File: src/rtl/alu_seq_pkg.sv
// Shared constants for the ALU sweep sequencer: op count, the ALU control
// word for each defined operation, and the sequencer state encoding.
package alu_seq_pkg;

  localparam int NUM_OPS = 18;

  // {zx,nx,zy,ny,f,no} for ops 0..17:
  // 0, 1, -1, x, y, !x, !y, -x, -y, x+1, y+1, x-1, y-1, x+y, x-y, y-x, x&y, x|y
  localparam logic [5:0] OP_TABLE [NUM_OPS] = '{
    6'b101010, 6'b111111, 6'b111010, 6'b001100, 6'b110000, 6'b001101,
    6'b110001, 6'b001111, 6'b110011, 6'b011111, 6'b110111, 6'b001110,
    6'b110010, 6'b000010, 6'b010011, 6'b000111, 6'b000000, 6'b010101
  };

  typedef enum logic [1:0] {
    S_IDLE  = 2'd0,
    S_ISSUE = 2'd1,
    S_OUT   = 2'd2,
    S_DONE  = 2'd3
  } seq_state_t;

endpackage

File: src/rtl/alu_op_rom.sv
// Op index to ALU control word lookup; indices past the last op decode to 0.
module alu_op_rom
  import alu_seq_pkg::*;
(
  input  logic [4:0] op,
  output logic [5:0] ctrl
);

  always_comb begin
    ctrl = 6'b000000;
    if (op < 5'(NUM_OPS))
      ctrl = OP_TABLE[op];
  end

endmodule

File: src/rtl/alu_sweep_sequencer.sv
// Walks the shared ALU through ops [op_first..op_last] x operand pairs
// [0..pair_count-1], streaming each result out over a valid/ready port.
module alu_sweep_sequencer
  import alu_seq_pkg::*;
#(
  parameter int NUM_PAIRS = 10,
  parameter int IDX_W     = 9
) (
  input  logic             clk,
  input  logic             reset,
  input  logic             start,
  input  logic [4:0]       op_first,
  input  logic [4:0]       op_last,
  input  logic [3:0]       pair_count,
  input  logic             opnd_we,
  input  logic [3:0]       opnd_addr,
  input  logic [7:0]       opnd_x,
  input  logic [7:0]       opnd_y,
  output logic [7:0]       alu_x,
  output logic [7:0]       alu_y,
  output logic [5:0]       alu_ctrl,
  input  logic [7:0]       alu_o,
  input  logic             alu_zr,
  input  logic             alu_ng,
  output logic             res_valid,
  input  logic             res_ready,
  output logic [7:0]       res_data,
  output logic             res_zr,
  output logic             res_ng,
  output logic [IDX_W-1:0] res_index,
  output logic             busy,
  output logic             done,
  output logic             err
);

  seq_state_t state;
  logic [4:0] op_idx, op_last_r;
  logic [3:0] pair_idx, pair_cnt_r;

  // Operand table is deliberately not reset; only NUM_PAIRS entries are ever written.
  logic [7:0] tab_x [16];
  logic [7:0] tab_y [16];

  logic       legal, last_pair, last_op;
  logic [3:0] next_pair, rd_sel;
  logic [4:0] next_op, rom_op;
  logic [5:0] rom_ctrl;

  assign legal = (op_first <= op_last) && (op_last < 5'(NUM_OPS)) &&
                 (pair_count != 4'd0) && ({1'b0, pair_count} <= 5'(NUM_PAIRS));

  assign last_pair = (pair_idx == 4'(pair_cnt_r - 4'd1));
  assign last_op   = (op_idx == op_last_r);
  assign next_pair = last_pair ? 4'd0 : 4'(pair_idx + 4'd1);
  assign next_op   = last_pair ? 5'(op_idx + 5'd1) : op_idx;

  // The same lookup serves the sweep launch (from IDLE) and each advance.
  assign rom_op = (state == S_IDLE) ? op_first : next_op;
  assign rd_sel = (state == S_IDLE) ? 4'd0 : next_pair;

  alu_op_rom u_rom (
    .op   (rom_op),
    .ctrl (rom_ctrl)
  );

  always_ff @(posedge clk) begin
    if (opnd_we && state == S_IDLE && {1'b0, opnd_addr} < 5'(NUM_PAIRS)) begin
      tab_x[opnd_addr] <= opnd_x;
      tab_y[opnd_addr] <= opnd_y;
    end
  end

  always_ff @(posedge clk) begin
    if (reset) begin
      state      <= S_IDLE;
      op_idx     <= '0;
      op_last_r  <= '0;
      pair_idx   <= '0;
      pair_cnt_r <= '0;
      alu_x      <= '0;
      alu_y      <= '0;
      alu_ctrl   <= '0;
      res_valid  <= 1'b0;
      res_data   <= '0;
      res_zr     <= 1'b0;
      res_ng     <= 1'b0;
      res_index  <= '0;
      busy       <= 1'b0;
      done       <= 1'b0;
      err        <= 1'b0;
    end else begin
      done <= 1'b0;
      err  <= 1'b0;
      case (state)
        S_IDLE: begin
          if (start) begin
            if (legal) begin
              op_idx     <= op_first;
              op_last_r  <= op_last;
              pair_idx   <= '0;
              pair_cnt_r <= pair_count;
              alu_x      <= tab_x[rd_sel];
              alu_y      <= tab_y[rd_sel];
              alu_ctrl   <= rom_ctrl;
              busy       <= 1'b1;
              state      <= S_ISSUE;
            end else begin
              err <= 1'b1;
            end
          end
        end
        S_ISSUE: begin
          // ALU inputs have been stable for a full cycle; sample its result.
          res_data  <= alu_o;
          res_zr    <= alu_zr;
          res_ng    <= alu_ng;
          res_index <= IDX_W'(op_idx) * IDX_W'(NUM_PAIRS) + IDX_W'(pair_idx);
          res_valid <= 1'b1;
          state     <= S_OUT;
        end
        S_OUT: begin
          if (res_ready) begin
            res_valid <= 1'b0;
            if (last_pair && last_op) begin
              busy  <= 1'b0;
              done  <= 1'b1;
              state <= S_DONE;
            end else begin
              pair_idx <= next_pair;
              op_idx   <= next_op;
              alu_x    <= tab_x[rd_sel];
              alu_y    <= tab_y[rd_sel];
              alu_ctrl <= rom_ctrl;
              state    <= S_ISSUE;
            end
          end
        end
        S_DONE: begin
          state <= S_IDLE;
        end
        default: state <= S_IDLE;
      endcase
    end
  end

endmodule

File: config.mk
export PLATFORM = sky130hd
export DESIGN_NAME = alu_sweep_sequencer
export DESIGN_NICKNAME = d
export VERILOG_FILES = /design/src/rtl/alu_seq_pkg.sv /design/src/rtl/alu_op_rom.sv /design/src/rtl/alu_sweep_sequencer.sv
export SDC_FILE = /design/constraint.sdc
export NUM_CORES = 1
export LEC_CHECK = 0
export CAP_MARGIN = 20
export CORE_ASPECT_RATIO = 1.75
export CORE_MARGIN = 5
export CORE_UTILIZATION = 56
export CTS_BUF_LIST = sky130_fd_sc_hd__clkbuf_8
export DETAILED_ROUTE_END_ITERATION = 6
export PLACE_DENSITY = 0.78
export SLEW_MARGIN = 20
export SYNTH_ARGS = -nofsm -noshare
export SYNTH_HDL_FRONTEND = slang
export SYNTH_SLANG_ARGS = --single-unit
File: constraint.sdc
create_clock -name clk -period 9.28 [get_ports clk]
set_clock_uncertainty 0.05 [all_clocks]
set_input_delay 2.784 -clock clk [delete_from_list [all_inputs] [get_ports clk]]
set_output_delay 2.784 -clock clk [all_outputs]
set_load 0.05 [all_outputs]
[Word-level counts from Yosys, hierarchy flattened]
Memory sizes are Yosys's and may differ from the RTL's.
Cells that the tools add are included.
Widths: inputs -> output; s select.
Cells by class
  add/subtract/negate cells: 4
  multipliers: 1
  magnitude comparators: 6
  eq/ne operators: 10
  mux-type cells: 48
  bitwise logic cells: 5
  reductions and logical operators: 17
Operators with widths (number)
  $mux 8: 8
  $mux 6: 7
  $pmux 8 s2: 2
  $mux 5: 6
  $mux 4: 6
  $pmux 6 s2: 1
  $lt 5x5->1 const B: 2
  $ne 2x2->1 const B: 5
  $pmux 5 s2: 1
  $reduce_and 5->1: 2
  $add 9x4->9: 1
  $mux 1: 9
  $mul 5x3->8 const B: 1
  $mux 2: 4
  $pmux 2 s4: 1
  $pmux 4 s2: 1
  $ge 6x6->1 const B: 1
  $logic_and 1x1->1: 6
  $not 5->6: 1
  $reduce_and 3->1: 2
  $reduce_or 3->1: 2
  $add 5x1->5 const B: 1
  $eq 5x5->1: 1
  $le 5x5->1: 1
  13 further kinds: 19
Storage, ports and cells
  register bits: 65
  bits in writable memories: 256
  bits in read-only memories: 192
  word-level logic and storage cells: 110
  memories: 3
Memories
  (no name shown): depth 32, bits a word 6, read ports 1, clocked after memory_dff 0, write ports 0, line alu_op_rom.sv:12  | ctrl = OP_TABLE[op];
  tab_x: depth 16, bits a word 8, read ports 1, clocked after memory_dff 0, write ports 1, line alu_sweep_sequencer.sv:41  | logic [7:0] tab_x [16];
  tab_y: depth 16, bits a word 8, read ports 1, clocked after memory_dff 0, write ports 1, line alu_sweep_sequencer.sv:42  | logic [7:0] tab_y [16];

[Longest topological paths before layout]
  depth in word-level cells: 12
  depth in mapped cells: 12
  depth with buffers taken out: 11

[By module]
A second synthesis with hierarchy kept.
Unflattened totals
  cells, all modules: 993
  area, all modules: 13474.2 um^2
By module, submodules not included
  alu_sweep_sequencer: times used 1, cells each 957, area each 13238.9 um^2, seq. area each 8988.6 um^2
  alu_op_rom: times used 1, cells each 36, area each 235.2 um^2, seq. area each 0.0 um^2

[Worst setup path after synthesis]
OpenSTA, ideal clock, no wires.
  kind: input to register
  start: in opnd_addr[2]
  end: mem tab_x[0][0] (enable)
  arrival: 4653 ps
  required time: 8821 ps
  path slack: 4168 ps
  stages: 2
  path buffers: 0
  cell sequence: or4b_2 > nor3_1
On the way
  word-level cells in the longest chain between the ends: 4
Ends and longest elaborated chain
  start: declaration: line alu_sweep_sequencer.sv:16  | input logic [3:0] opnd_addr,
  $lt 4x4->1: line alu_sweep_sequencer.sv:67  | if (opnd_we && state == S_IDLE && {1'b0, opnd_addr} < 5'(NUM_PAIRS)) begin
  $logic_and 1x1->1: line alu_sweep_sequencer.sv:67
  $mux 1: line alu_sweep_sequencer.sv:67
  $mux 1 (implied by the code): line alu_sweep_sequencer.sv:68  | tab_x[opnd_addr] <= opnd_x;
  end: declaration: line alu_sweep_sequencer.sv:41
Several ways; a longest one is shown, not always the timed one.

[Worst setup path in the final report]
  start: in op_last[3]
  end: reg alu_y[5]
On the way
  word-level cells in the longest chain between the ends: 6
  elaborated cells on any way between the ends: 7
Ends and longest elaborated chain
  start: declaration: line alu_sweep_sequencer.sv:13  | input logic [4:0] op_last,
  $le 5x5->1 / $lt 5x5->1 (equally long branches): line alu_sweep_sequencer.sv:49  | assign legal = (op_first <= op_last) && (op_last < 5'(NUM_OPS)) &&
  $logic_and 1x1->1 (*) (2 in a row): line alu_sweep_sequencer.sv:49
  $logic_and 1x1->1 (*): line alu_sweep_sequencer.sv:50  | (pair_count != 4'd0) && ({1'b0, pair_count} <= 5'(NUM_PAIRS));
  $ne 2x2->1 (no line) (*)
  $reduce_and 5->1 (no line) (*)
  end signal: assignment: line alu_sweep_sequencer.sv:103  | alu_y <= tab_y[rd_sel];
  end signal: assignment: line alu_sweep_sequencer.sv:132  | alu_y <= tab_y[rd_sel];
  end: declaration: line alu_sweep_sequencer.sv:20  | output logic [7:0] alu_y,
Every way passes the cells marked *; elsewhere a longest branch is shown, timed or not.
A chain may end at the register's enable or synchronous reset.

==> flow_summary_export.csv <==
group,metric,value,unit
sta,tightest_slew,1190,ps
clock_network,cts.sinks,321,
route,dr.pass1.iters,6,
worst_setup_path,cp_top_family,"compound AO/OA/AOI/OAI gates",
grt,grt_max_degree,67,
floorplanning,coreArea,23900,um2
placement,placement.io_buffers,93,
grt,grt.overflow.total,0,
worst_setup_path,worstSetupPathType,"primary input to register",
min_path,holdCritPathClass,"register to register",
yosys,yosys-top-cells-area,"edfxtp_1 57%, dfxtp_1 9.6%, a21oi_1 3.3%, nand2_1 2.7%, mux2i_1 2.5%",
floorplanning,dieArea,27600,um2
floorplanning,ioPinCount,94,
floorplanning,rows,75,
sta,finalSetupViolCount,0,
clock_network,clkTransAtPathRegs,70,ps
sta,fin_crit_sh,60.5,%
finish,nFillCells,1768,
finish,num_antenna_cells,0,
worst_setup_path,r2r_cells,8,
sta,max_slew_margin,20.9,%
worst_setup_path,critPathMaxStageDelay,980,ps
clock_network,cts_hold_buf,0,
clock_network,cts_tree,"yes",
grt,groute.usage.overall,24.2,%
clock_network,post_cts_buffers,0,
min_path,min_from,"res_index[1]",
clock_network,clock_latency,570,ps
floorplanning,die_h,216,um
grt,grt_pass1_wl,51.4,mm
clock_network,clock_path_buffers,3,
worst_setup_path,reg2reg_slack,5300,ps
yosys,synth_edf_count,256,
clock_network,root_buffer,"clkbuf_8",
worst_setup_path,path_buf_inv,2,
finish,drive_gt1_share,9.72,%
min_path,hold_end,"res_index[1]",
worst_setup_path,cp.required,9610,ps
finish,nets,1323,
flow_run,drv_cap,0,
pwr,power.leakage,0.00561,uW
route,final_antenna_net_count,0,
yosys,async_flop_share,0,%
pwr,p_per_area,184,nW/um2
worst_setup_path,r2r-start,"pair_idx[0]",
yosys,synth_top_area_share,56.7,%
worst_setup_path,crit_path_end_kind,"register",
min_path,min_path_cells,2,
route,wl_per_cell,20.7,um
yosys,synth_common_cells,"256 x edfxtp_1, 97 x nand2_1, 89 x a21oi_1",
placement,dp_hpwl,20.9,mm
sta,hold_viol_final,0,
yosys,synth_top_area_cell,"edfxtp_1",
placement,place_congestion,0.943,
run_status,status,"finished, final reports clean",
yosys,synth_cell_type_count,68,
clock_network,cts_max_level,2,
finish,ff_latch_area,8990,um2
yosys,synthFlopType,"edfxtp_1",
worst_setup_path,critPathMaxFanout,16,
sta,slew_viol_final,0,
yosys,synth_area,13600,um2
sta,rsz0062_at_grt,"false",
finish,area_growth,18.0,%
route,initialDrtViolationCount,826,
worst_setup_path,start_kind,"primary input",
grt,grt_pass1_vias,9541,
worst_setup_path,r2r_end,"alu_ctrl[4]",
sta,max_freq,0.178,GHz
worst_setup_path,cp_cell_sequence,"clkdlybuf4s50_1 > inv_1 > ha_1 > a21o_1 > a21oi_1 > a32oi_1 > nor4_2 > o21ai_1 > a21oi_2 > a311oi_1",
sta,min_period,5610,ps
yosys,avgSynthCellArea,12.8,um2
clock_network,cts_buffers,45,
route,drt_wl_total,33.0,mm
finish,fin_cells,1594,
grt,antenna_found_initial,1,
yosys,yosysWarnings,0,
route,drt-vias-per-instance,5.90,
yosys,synth_seq_cells,321,
floorplanning,die_w,128,um
pwr,ir_drop,0.124,mV
sta,tns,0,ps
clock_network,cts_resized,0,
worst_setup_path,arrival,5950,ps
yosys,yosysMostFrequentCell,"edfxtp_1",
yosys,ys_seq_area_share,66.2,%
yosys,netlist_instances,1056,
finish,multi_input_area,4560,um2
worst_setup_path,crit_path_top_delay_cell,"a21oi_2",
floorplanning,start_util,56.7,%
route,drc_errors,0,
placement,placed_cells,1512,
route,num_vias,9409,
==> through the flow <==
step                      power, uW  hold WS [ps]  util [%]  cell area [um2]  setup slack (ps)
after floorplan                1830           431         -            13900              4170
after global placement         1930           391      63.3            15200              3250
after detailed placement       1940           397      63.3            15200              3140
after CTS                      2970           406      66.9            16000              3730
after global routing           3070           431      66.9            16000              3500
final                          2950           404      66.9            16000              3670
==> flip-flops by register name, summed over array words and instances, names as in the netlist <==
signal and cells:
pair_cnt_r 4, alu_ctrl 6, res_valid 1, res_zr 1
op_idx 5, alu_y 8, op_last_r 5, pair_idx 4
tab_x 128, res_index 9, busy 1, tab_y 128
alu_x 8, res_ng 1, done 1, res_data 8
state 2, err 1
==> layout make-up <==
cell class	count	share of cell area, %
Multi-Input combinational cell	738	28.5
Sequential cell	321	56.1
Clock inverter	32	1.03
Tap cell	308	2.41
Timing Repair Buffer	121	7.10
Inverter	24	0.563
Clock buffer	50	4.30
==> worst max-delay path by stage <==
stage / from / end / slack (ps) / depth (start not counted)
after global routing: op_last[3] / alu_y[5] / 3500 / 10
after detailed placement: op_last[3] / alu_y[0] / 3140 / 10
after CTS: op_last[3] / alu_y[5] / 3730 / 10
after floorplan: opnd_addr[2] / tab_x[0][0] / 4170 / 2
after global placement: op_last[3] / alu_y[0] / 3250 / 10
final: op_last[3] / alu_y[5] / 3670 / 10
==> per-layer routing <==
metal	vias up	wire length (um)	part of all wire, %	global-route usage [%]
li1	4317	-	-	-
met1	4544	11200	34	25.8
met2	419	17700	54	44.3
met3	127	2080	6.3	4.01
met4	2	1960	5.9	13.7
met5	-	13	0.039	0
==> power breakdown <==
group          switching (uW)  total [uW]  internal (uW)
clock network             514        1040            525
logic                     177         268           91.4
registers                27.1        1640           1610
total                     717        2950           2230
==> cell usage in the layout (no fill, tap or decap), drive strengths merged, types with 15 or more instances in the layout <==
master,instances
edfxtp,256
clkinv,17
nor3,39
inv,37
buf,29
mux2i,34
clkdlybuf4s50,92
a21oi,91
ha,21
conb,96
and3,15
dfxtp,65
nand2,97
nor2,78
o21ai,48
a211oi,43
nor2b,17
clkbuf,50
o221ai,26
==> worst min-delay path, cell delays in order (launching register included) <==
cell,delay [ps]
dfxtp_1,310
nand2_1,50
a21oi_1,50
==> kinds of logic (layout without fill, tap and decap cells) <==
group                    Yosys count  count (layout)  share of synthesized area (%)
buffers and inverters             92             227                           3.14
multiplexers                      37              37                           3.01
flip-flops                       321             321                           66.2
other                              1              96                         0.0276
XOR/XNOR                          22              22                           1.77
AO/OA/AOI/OAI                    277             277                           14.0
adder cells (fa/ha/maj)           23              23                           2.23
AND/OR/NAND/NOR                  283             283                           9.54
No activity file was read; power rests on OpenSTA's default activity.
==> edit 1, RTL diff (same settings) <==
Re-encode `seq_state_t` (4 states) as Gray code, 2 bits wide.
--- a/src/rtl/alu_seq_pkg.sv
+++ b/src/rtl/alu_seq_pkg.sv
@@ -14,8 +14,8 @@
 
   typedef enum logic [1:0] {
-    S_IDLE  = 2'd0,
-    S_ISSUE = 2'd1,
-    S_OUT   = 2'd2,
-    S_DONE  = 2'd3
+    S_IDLE  = 2'b00,
+    S_ISSUE = 2'b01,
+    S_OUT   = 2'b11,
+    S_DONE  = 2'b10
   } seq_state_t;
 
Behaviour: same outputs for any inputs over 4 cycles, from zero or initial values and one cycle with reset high; so few cycles prove little.
==> edit 1 against the unedited design <==
  * Wire length is 2.6% lower
  * Maximum frequency is 5.9% higher
  * Final area is 0.28% higher
  * Sequential cell count stayed put
  * Global-route usage is 0.86 points lower
  * Count of clock-buffer cells in the layout is 2 lower
  * Power is 2.2% higher
  * Synthesized area hardly changed
  * Setup slack better by 0.31 ns
  * Non-clock buffer count is 4 lower
  * Critical path type unchanged
  * Largest power group unchanged
==> edit 1: results <==
[layout]
nets = 1336
layout.non_clock_inverters = 22
num-nonclk-buffers = 117
nFillCells = 1779
clock_buffers = 48
area.growth.synth_to_final_pct = 18.4
clkCellAreaFrac_pct = 5.59
multi_input_area_share_pct = 28.6
register_area_um2 = 8990

[cts]
cts_buffers = 44
cts_buffer_depth = 3

[route]
routed_via_density = 5.84
drt-met1-wl_mm = 11.5
drt_iter0_drc = 792
met3_length_mm = 1.80
firstDrtPassIters = 5
vias = 9378
routed_wirelength_mm = 32.1
top_layer_used = "met4"

[placed_design]
dpl.hpwl_mm = 19.7
finalWeightedCongestion = 0.891
place_ws_ns = 3.45
place_inst = 1526

[yosys]
yosysSeqAreaShare_pct = 66.3
synth-adder-area-share_pct = 2.23
synth.area.top_cells = "edfxtp_1 57%, dfxtp_1 9.6%, a21oi_1 3.9%, nand2_1 3.7%, mux2i_1 3.0%"
synthMuxAreaShare_pct = 4.44
synthArstFlopShare_pct = 0
synth-compound-area-share_pct = 13.0
syn_inst = 1078
ys_top_cells_by_count = "256 x edfxtp_1, 132 x nand2_1, 105 x a21oi_1, 65 x dfxtp_1, 56 x o21ai_0"

[grt]
grt_pass1_wl_mm = 50.0
grt_usage_pct = 23.3
grt_use_met3_pct = 3.56
use_met1_pct = 24.9
grt_pass1_vias = 9723
met2_usage_pct = 42.7
antenna_found_initial = 0

[sta]
timing.slew.headroom_pct = 26.8
fmax_mhz = 189

[pwr]
leakage_nw = 5.58
p_clk_mw = 1.10
irDropWorstVdd_mv = 0.126
pwr-share-clk_pct = 36.5

[setup_path]
crit_path_max_fanout = 28
crit_slowest_cell = "or2_2"
endpoint = "alu_ctrl[4]$_SDFFE_PP0P_"
slowest_delay_ns = 0.64
r2r-start = "pair_idx[2]$_SDFFE_PP0P_"
r2r_slack_ns = 5.80
cp_top_family = "simple AND/OR/NAND/NOR gates"

[outcome]
status = "finished clean"
-- edit 1: worst min-delay path by stage --
stage / to / slack (ns) / cells after the start / startpoint
final: res_data[2]$_SDFFE_PP0P_ / 0.40 / 2 / res_data[2]$_SDFFE_PP0P_
after CTS: res_data[4]$_SDFFE_PP0P_ / 0.41 / 2 / res_data[4]$_SDFFE_PP0P_
after global placement: res_data[0]$_SDFFE_PP0P_ / 0.39 / 2 / res_data[0]$_SDFFE_PP0P_
after floorplan: op_last_r[0]$_SDFFE_PP0P_ / 0.40 / 2 / op_last_r[0]$_SDFFE_PP0P_
after global routing: res_data[4]$_SDFFE_PP0P_ / 0.43 / 2 / res_data[4]$_SDFFE_PP0P_
after detailed placement: res_data[4]$_SDFFE_PP0P_ / 0.40 / 2 / res_data[4]$_SDFFE_PP0P_
-- edit 1: worst min-delay path: stages, from the launching register on --
cell and delay (ns):
dfxtp_1 0.31, nand2_1 0.05, a21oi_1 0.05
==> edit 2, RTL diff (same flow settings) <==
Made on the original files. `IDX_W`: 9 -> 10.
--- a/src/rtl/alu_sweep_sequencer.sv
+++ b/src/rtl/alu_sweep_sequencer.sv
@@ -5,5 +5,5 @@
 #(
   parameter int NUM_PAIRS = 10,
-  parameter int IDX_W     = 9
+  parameter int IDX_W     = 10
 ) (
   input  logic             clk,
Interface: changed (resized res_index); port bits go from 94 to 95. The function was not compared with the original's and may differ.
==> edit 2 against the unedited design <==
  * Synthesized area barely moved
  * Sequential cell count rose by 1
  * Final area rose by 0.87%
  * Sequential share of layout area fell by 0.34 points
  * Non-clock buffer count fell by 5
  * Wire length fell by 2.2%
  * Power rose by 2.1%
  * Critical path depth did not move
  * Setup slack got worse by 0.60 ns
  * Count of clock-buffer cells in the layout rose by 3
  * Register-to-register slack got worse by 0.09 ns
  * Critical path type unchanged
  * Critical endpoint is now alu_x[6]$_SDFFE_PP0P_
  * Largest cell class unchanged
  * Largest power group unchanged
  * Highest routed layer is now met4
==> edit 2: results <==
[outcome]
status = "finished clean"

[placed_design]
placed_cell_area_um2 = 15200
place_ws_ns = 2.39

[pwr]
irDropWorstVdd_mv = 0.172
power.density_nw_per_um2 = 186
combPwrFrac_pct = 8.2
leakage_nw = 5.62

[yosys]
synth-compound-area-share_pct = 13.5
synth-adder-area-share_pct = 2.23
ys_seq_elements = 322
post_synth_num_cell_types = 75
ys_top_cells_by_count = "256 x edfxtp_1, 79 x nand2_1, 66 x dfxtp_1, 63 x nor2_1, 49 x o21ai_0"
syn_inst = 1023
synth.area.top_cells = "edfxtp_1 57%, dfxtp_1 9.7%, mux2i_1 3.3%, nand2_1 2.2%, ha_1 1.9%"

[grt]
use_met1_pct = 26.1
grt_pass1_vias = 9497
grt_usage_pct = 23.5
grt_use_met3_pct = 4.55
grt_pass1_wl_mm = 50.2

[sta]
worstMarginPinSlew_ns = 1.04

[layout]
nFillCells = 1747
drive_gt1_share_pct = 9.69
layout.non_clock_inverters = 32
clock_buffers = 53
nets = 1293
num-nonclk-buffers = 116
nonClkBufAreaFrac_pct = 6.86
clkCellAreaFrac_pct = 5.81
multi_input_area_um2 = 4590

[route]
met3_length_mm = 2.48
drt_iter0_drc = 887
drt-met1-wl_mm = 11.2

[setup_path]
critPathArrivalTime_ns = 6.63
slowest_delay_ns = 1.07
crit_path_max_fanout = 15
==> edit 2: cell count changes in the layout (fill, tap and decap cells not counted), moves of 8 or more <==
cell      change
o221ai_1     -25
nor2_1       -13
o22ai_1      +27
nand2_1      -18
a22o_1       +13
inv_1        +10
nand3_1      +13
a21oi_1      -45
o311ai_1     +10
nor3_1       -27
buf_4         -8
nand2b_1     +16
mux2i_1      +11
==> edit 2: final timing paths <==
| check | start | depth (start not counted) | to | slack [ns] |
|---|---|---|---|---|
| setup / recovery | op_last[3] | 10 | alu_x[6]$_SDFFE_PP0P_ | 3.07 |
| hold reg to reg | res_index[4]$_SDFFE_PP0P_ | 2 | res_index[4]$_SDFFE_PP0P_ | 0.40 |
| hold / removal | res_index[4]$_SDFFE_PP0P_ | 2 | res_index[4]$_SDFFE_PP0P_ | 0.40 |
| setup reg to reg | pair_idx[0]$_SDFFE_PP0P_ | 8 | alu_x[6]$_SDFFE_PP0P_ | 5.21 |
